<file path="config.mk">
export PLATFORM = sky130hd
export DESIGN_NAME = arm_hazard_scoreboard
export DESIGN_NICKNAME = d
export VERILOG_FILES = /design/src/rtl/arm_pipe_pkg.sv /design/src/rtl/arm_hazard_match.sv /design/src/rtl/arm_hazard_scoreboard.sv
export SDC_FILE = /design/constraint.sdc
export NUM_CORES = 1
export LEC_CHECK = 0
export CORE_MARGIN = 8
export CORE_UTILIZATION = 35
export DETAILED_ROUTE_END_ITERATION = 6
export PLACE_DENSITY = 0.6
export SLEW_MARGIN = 20
export SYNTH_ARGS = -nofsm -noshare
export SYNTH_HDL_FRONTEND = slang
export SYNTH_SLANG_ARGS = --single-unit
</file>
<file path="constraint.sdc">
create_clock -name clk -period 2.32 [get_ports clk]
set_input_delay 0.232 -clock clk [delete_from_list [all_inputs] [get_ports clk]]
set_output_delay 0.232 -clock clk [all_outputs]
set_load 0.05 [all_outputs]
</file>
<file path="src/rtl/arm_pipe_pkg.sv">
// ---------------------------------------------------------------------------
// arm_pipe_pkg
// Shared definitions for the ARM pipeline hazard logic:
//   - default register-index width, tracked-stage count and load stage
//   - FWD_REGFILE: forwarding-select code for "take operand from register file"
//   - sb_entry_t: one scoreboard entry {valid, wb_en, mem_read, dest}
//   - entry_writes(): does a scoreboard entry write a given register
// The entry's dest field is REG_BITS_MAX wide so that one struct type serves
// every legal REG_BITS; narrower indices are zero-extended by the users.
// ---------------------------------------------------------------------------
package arm_pipe_pkg;

  localparam int REG_BITS_DEF   = 4;
  localparam int STAGES_DEF     = 3;
  localparam int LOAD_STAGE_DEF = 2;
  localparam int REG_BITS_MAX   = 8;
  localparam int FWD_REGFILE    = 0;

  typedef struct packed {
    logic                    valid;
    logic                    wb_en;
    logic                    mem_read;
    logic [REG_BITS_MAX-1:0] dest;
  } sb_entry_t;

  // True when the entry holds a live instruction that writes register r.
  function automatic logic entry_writes(input sb_entry_t e,
                                        input logic [REG_BITS_MAX-1:0] r);
    return e.valid & e.wb_en & (e.dest == r);
  endfunction

endpackage

</file>
<file path="src/rtl/arm_hazard_match.sv">
// ---------------------------------------------------------------------------
// arm_hazard_match
// Youngest-match priority encoder for one source operand against the
// in-flight scoreboard. Entry 0 is the youngest (EXE).
// Ports:
//   entries      in  : scoreboard contents, entries[0] youngest
//   src          in  : source register index (zero-extended)
//   enable       in  : source is real and ID holds an instruction
//   hit          out : some entry writes src
//   hit_sel      out : index+1 of the youngest writing entry, 0 when none
//   hit_load_use out : youngest writer is a load whose data is not yet
//                      forwardable (index < LOAD_STAGE)
// ---------------------------------------------------------------------------
module arm_hazard_match
  import arm_pipe_pkg::*;
#(
  parameter int STAGES     = STAGES_DEF,
  parameter int LOAD_STAGE = LOAD_STAGE_DEF,
  parameter int SEL_W      = $clog2(STAGES_DEF + 1)
) (
  input  sb_entry_t               entries [STAGES],
  input  logic [REG_BITS_MAX-1:0] src,
  input  logic                    enable,
  output logic                    hit,
  output logic [SEL_W-1:0]        hit_sel,
  output logic                    hit_load_use
);

  // Scan oldest to youngest so the youngest match overwrites older ones.
  always_comb begin
    hit          = 1'b0;
    hit_sel      = '0;
    hit_load_use = 1'b0;
    for (int i = STAGES - 1; i >= 0; i--) begin
      if (enable && entry_writes(entries[i], src)) begin
        hit          = 1'b1;
        hit_sel      = SEL_W'(i + 1);
        hit_load_use = entries[i].mem_read && (i < LOAD_STAGE);
      end else begin
        hit          = hit;
        hit_sel      = hit_sel;
        hit_load_use = hit_load_use;
      end
    end
  end

endmodule

</file>
<file path="src/rtl/arm_hazard_scoreboard.sv">
// ---------------------------------------------------------------------------
// arm_hazard_scoreboard
// Hazard detection and forwarding control beside the ID stage. A shift
// register of in-flight writers (entry 0 = EXE, 1 = MEM, 2 = WB) is compared
// against the ID sources; unresolved read-after-write hazards raise `hazard`,
// which freezes IF and inserts a bubble into EXE.
//
// Build option ARM_HAZARD_FORWARDING_EN:
//   defined   : stall only on load-use (load not yet at LOAD_STAGE), and
//               drive fwd_sel1/fwd_sel2 with the youngest matching entry.
//   undefined : stall on any RAW match, fwd_sel1/fwd_sel2 tied to 0.
//
// Ports:
//   clk, rst          : clock (rising edge), asynchronous active-low reset
//   id_valid, id_wb_en, id_mem_read, id_dest : ID instruction description
//   src1, src2, two_src : ID source registers; src2 used only when two_src
//   flush             : branch taken in EXE, ID instruction discarded
//   cnt_clr           : synchronous clear of stall_count
//   hazard            : stall request (combinational)
//   fwd_sel1/fwd_sel2 : operand source, 0 = regfile, k = entry k-1
//   stall_count       : saturating count of cycles with hazard high
// REG_BITS must not exceed arm_pipe_pkg::REG_BITS_MAX.
// ---------------------------------------------------------------------------
module arm_hazard_scoreboard
  import arm_pipe_pkg::*;
#(
  parameter int REG_BITS   = REG_BITS_DEF,
  parameter int STAGES     = STAGES_DEF,
  parameter int LOAD_STAGE = LOAD_STAGE_DEF,
  parameter int CNT_W      = 16
) (
  input  logic                         clk,
  input  logic                         rst,
  input  logic                         id_valid,
  input  logic                         id_wb_en,
  input  logic                         id_mem_read,
  input  logic [REG_BITS-1:0]          id_dest,
  input  logic [REG_BITS-1:0]          src1,
  input  logic [REG_BITS-1:0]          src2,
  input  logic                         two_src,
  input  logic                         flush,
  input  logic                         cnt_clr,
  output logic                         hazard,
  output logic [$clog2(STAGES+1)-1:0]  fwd_sel1,
  output logic [$clog2(STAGES+1)-1:0]  fwd_sel2,
  output logic [CNT_W-1:0]             stall_count
);

  localparam int SEL_W = $clog2(STAGES + 1);

  sb_entry_t               sb_r [STAGES];
  sb_entry_t               sb_in_s;
  logic [REG_BITS_MAX-1:0] dest_ext_s;
  logic [REG_BITS_MAX-1:0] src1_ext_s;
  logic [REG_BITS_MAX-1:0] src2_ext_s;
  logic                    m1_hit_s;
  logic                    m2_hit_s;
  logic [SEL_W-1:0]        m1_sel_s;
  logic [SEL_W-1:0]        m2_sel_s;
  logic                    m1_load_s;
  logic                    m2_load_s;
  logic                    raw_hazard_s;
  logic                    hazard_s;
  logic [SEL_W-1:0]        sel1_s;
  logic [SEL_W-1:0]        sel2_s;
  logic                    unused_match_s;
  logic [CNT_W-1:0]        cnt_r;

  // Zero-extend register indices to the scoreboard's dest width.
  always_comb begin
    dest_ext_s                 = '0;
    src1_ext_s                 = '0;
    src2_ext_s                 = '0;
    dest_ext_s[REG_BITS-1:0]   = id_dest;
    src1_ext_s[REG_BITS-1:0]   = src1;
    src2_ext_s[REG_BITS-1:0]   = src2;
  end

  arm_hazard_match #(
    .STAGES     (STAGES),
    .LOAD_STAGE (LOAD_STAGE),
    .SEL_W      (SEL_W)
  ) u_match1 (
    .entries      (sb_r),
    .src          (src1_ext_s),
    .enable       (id_valid),
    .hit          (m1_hit_s),
    .hit_sel      (m1_sel_s),
    .hit_load_use (m1_load_s)
  );

  arm_hazard_match #(
    .STAGES     (STAGES),
    .LOAD_STAGE (LOAD_STAGE),
    .SEL_W      (SEL_W)
  ) u_match2 (
    .entries      (sb_r),
    .src          (src2_ext_s),
    .enable       (id_valid & two_src),
    .hit          (m2_hit_s),
    .hit_sel      (m2_sel_s),
    .hit_load_use (m2_load_s)
  );

`ifdef ARM_HAZARD_FORWARDING_EN
  // Forwarding build: only an unforwardable load stalls; a source stuck
  // behind such a load reads the register file until the stall clears.
  always_comb begin
    raw_hazard_s   = m1_load_s | m2_load_s;
    sel1_s         = m1_load_s ? SEL_W'(FWD_REGFILE) : m1_sel_s;
    sel2_s         = m2_load_s ? SEL_W'(FWD_REGFILE) : m2_sel_s;
    unused_match_s = m1_hit_s ^ m2_hit_s;
  end
`else
  // Stall-only build: any RAW match stalls until the writer leaves WB.
  always_comb begin
    raw_hazard_s   = m1_hit_s | m2_hit_s;
    sel1_s         = SEL_W'(FWD_REGFILE);
    sel2_s         = SEL_W'(FWD_REGFILE);
    unused_match_s = ^{m1_sel_s, m2_sel_s, m1_load_s, m2_load_s};
  end
`endif

  // Flush wins over any hazard: the discarded instruction never stalls.
  always_comb begin
    if (flush) begin
      hazard_s = 1'b0;
    end else begin
      hazard_s = raw_hazard_s;
    end
  end

  // Next entry 0: the ID instruction if it issues, otherwise a bubble.
  always_comb begin
    sb_in_s = '0;
    if (id_valid && !hazard_s && !flush) begin
      sb_in_s.valid    = 1'b1;
      sb_in_s.wb_en    = id_wb_en;
      sb_in_s.mem_read = id_mem_read;
      sb_in_s.dest     = dest_ext_s;
    end else begin
      sb_in_s = '0;
    end
  end

  // Scoreboard shift register, youngest at index 0.
  always_ff @(posedge clk or negedge rst) begin
    if (!rst) begin
      for (int i = 0; i < STAGES; i++) begin
        sb_r[i] <= '0;
      end
    end else begin
      sb_r[0] <= sb_in_s;
      for (int i = 1; i < STAGES; i++) begin
        sb_r[i] <= sb_r[i-1];
      end
    end
  end

  // Saturating stall-cycle counter; clear has priority over increment.
  always_ff @(posedge clk or negedge rst) begin
    if (!rst) begin
      cnt_r <= '0;
    end else if (cnt_clr) begin
      cnt_r <= '0;
    end else if (hazard_s && (cnt_r != '1)) begin
      cnt_r <= cnt_r + CNT_W'(1);
    end else begin
      cnt_r <= cnt_r;
    end
  end

  assign hazard      = hazard_s;
  assign fwd_sel1    = sel1_s;
  assign fwd_sel2    = sel2_s;
  assign stall_count = cnt_r;

endmodule
</file>
==> qor.txt <==
Clock Skew - 0.00849 ns
Synth cell types - 34
Peak VDD IR - 287 uV
Gp weighted congestion - 0.765
Initial DRC count - 57
Root Buffer - clkbuf_8
Register area share after synthesis - 47.6%
Detail Route Antenna Nets - 0
I/O Buffers - 35
Count leader, synth - dfrtp_1
Flop-to-flop setup slack - 0.12 ns
Final hold slack - 0.348 ns
Static Leak - 1.12 nW
TNS Setup - 0 ns
Gr usage total - 12.0%
Site row count - 26
Residual DRC count - 0
Pwr/cell area - 491 mW/mm^2
DP Area - 0.00229 sq mm
Congestion Overflow GR - 0
Post-Synth Adder-Cell Area - 0.699%
WP buf/inv - 2
Vias per cell - 4.89
Placed insts - 287
Crit path DAT - 2.41 ns
CTS Buf Count - 5
Worst path required time - 2.49 ns
Die height - 87.5 microns
First-pass GRT wire length - 7130 microns
Crit-path max cell delay - 0.49 ns
Final Max Slew Viols - 0
Post-synthesis mux area share - 5.59%
Initial core utilization - 35.7%
Number of synthesized flops with an enable pin - 0
Initial antenna violation count - 0
Yosys reg bits - 34
Synth Area in Simple Gates - 23.6%
Worst-path clk slew - 0.08 ns
Largest net degree at the start of global routing - 35
CTS tree - done
Ranking of synthesized cells by area - dfrtp_1 (48%), xor2_1 (7.3%), mux2_2 (5.0%), xnor2_1 (4.4%), nor2b_1 (3.5%)
Top-area cell type share of the netlist area - 47.6%
Kind of end point of the critical path - flip-flop
Worst Max-Slew Pin Slew - 0.509 ns
Vias in the first global route - 1485
Reg2Reg Depth - 8
Die Area - 0.00766 sq mm
Synth Area in XOR/XNOR - 11.7%
Main flop type after synthesis - dfrtp_1
Place WS - -0.214 ns
Setup Viol. Count Final - 0
Final Hold Fails - 0
Final worst slack - 0.0842 ns
Crit-path max FO - 15
Syn-to-layout area delta - 39.2%
WS Path Type - in -> reg
I/O pin cnt - 41
Synth Instances - 177
Max-capacitance violation count - 0
WL/cell - 14.8 microns
Final worst-path cycle share - 96.4%
Async S/R FF share, synth - 100%
Routed WL - 4370 microns
Latest clock arrival within the worst-skew pair - 0.29 ns
Non-filler instance count after layout - 295
Die width - 87.5 microns
Crit path cell chain - clkdlybuf4s50_1 -> xor2_1 -> nor3_1 -> nand4_1 -> o41ai_4 -> a311oi_2 -> buf_4 -> nor3_1 -> mux2_2
Drt pass-1 iters - 4
Ys Warns - 0
H-tree lvl count - 2
Design Area, Final - 0.00249 sq mm
Clk buf depth - 2
Avg Cell Area, Syn - 10.1 sq um
Largest family of logic cells by synthesized area - simple AND/OR/NAND/NOR gates
Status - finished, final reports clean
Crit-path most repeated cell - nor3_1
Slew headroom - 66.0%
Core area - 0.00501 sq mm
Layout cells sized above 1 - 20.0%
Type of the most critical hold path - in -> async
Final min period - 2.24 ns
Compound-cell area share of the yosys netlist - 6.85%
Critical R2R Launch - stall_count[9]$_DFFE_PN0P_
CTS sink cnt - 34
RSZ-0062 raised after global routing - true
Reg2Reg Capture Point - stall_count[13]$_DFFE_PN0P_
CP delay by family, top - buffers and inverters
Final #Nets - 245
Crit-path slowest cell - clkdlybuf4s50_1
Type of origin of the critical path - input port
Top cells by count, synth - dfrtp_1 (34), xor2_1 (15), nor2_1 (13)
Fmax - 0.447 GHz
N_diodes - 0
Synth area leader - dfrtp_1
Hpwl dp - 3050 microns
Synth Cell Area - 0.00179 sq mm
Via count - 1443
routing by layer:
layer | share of wire [%] | GRT usage (%) | vias to the layer above | wire length (microns)
met5 | 0 | 0 | - | 0
li1 | - | - | 709 | -
met1 | 47 | 15.0 | 697 | 2030
met3 | 4.9 | 3.58 | 8 | 214
met2 | 46 | 18.6 | 29 | 2030
met4 | 2.1 | 5.78 | 0 | 93
logic make-up after synthesis:
kind of cell	Yosys count
buf+inv	12
simple gates	77
fa+ha+maj	1
mux	9
xor+xnor	24
compound gates	19
flops	34
other cells	1
worst max-delay path by stage:
stage / from / to / slack [ns] / depth (start not counted)
floorplan: stall_count[7]$_DFFE_PN0P_ / stall_count[10]$_DFFE_PN0P_ / 0.03 / 8
global placement: src2[1] / stall_count[3]$_DFFE_PN0P_ / -0.16 / 8
detailed placement: src2[1] / stall_count[5]$_DFFE_PN0P_ / -0.21 / 8
CTS: src1[1] / stall_count[5]$_DFFE_PN0P_ / 0.006 / 10
global route: sb_r[23]$_DFF_PN0_ / stall_count[4]$_DFFE_PN0P_ / -0.01 / 7
finish: src1[1] / stall_count[4]$_DFFE_PN0P_ / 0.08 / 9
through the flow:
stage / utilization, % / power (mW)
2_1_floorplan: - / 0.694
3_5_place_dp: 45.7 / 0.760
3_3_place_gp: 45.7 / 0.759
5_1_grt: 49.7 / 1.28
4_1_cts: 47.9 / 1.23
6_report: 49.7 / 1.22
cell usage in the layout, fill, tap and decap left out, types with 3 or more instances in the layout:
| cell type | Yosys | layout |
|---|---|---|
| a21oi_1 | 7 | 7 |
| and3_1 | 7 | 7 |
| buf_4 | 5 | 12 |
| clkbuf_8 | 0 | 6 |
| clkdlybuf4s50_1 | 0 | 32 |
| conb_1 | 1 | 4 |
| dfrtp_1 | 34 | 34 |
| mux2_2 | 8 | 7 |
| nand2_1 | 10 | 9 |
| nand3_1 | 7 | 6 |
| nand4_1 | 6 | 6 |
| nor2_1 | 13 | 13 |
| nor2b_1 | 10 | 9 |
| nor3_1 | 9 | 6 |
| nor3_2 | 0 | 3 |
| o21ai_0 | 6 | 6 |
| or3_1 | 4 | 4 |
| xnor2_1 | 9 | 9 |
| xor2_1 | 15 | 15 |
power breakdown:
group	total, mW	internal (mW)	switching, mW
Sequential	0.618	0.605	0.0124
Clock	0.469	0.239	0.230
Combinational	0.137	0.0593	0.0773
layout make-up:
class | count | area (sq um)
fillers | 493 | 2520
multi-input cells | 134 | 995
flip-flops and latches | 34 | 851
repair buffers | 48 | 458
well taps | 70 | 87.6
clock buffers | 6 | 82.6
clock inverters | 2 | 12.5
inverters | 1 | 3.75
state kept, by name, indices dropped and copies added (netlist names):
signal       cells
sb_r            18
stall_count     16
timing repair:
item / CTS / global route
hold buffers: 0 / 0
resized for setup: 1 / 20
buffers inserted: 1 / 0
endpoints found under the setup margin: 2 / 11
pin swaps: 1 / 7
Power figures use the tool's default switching activity.
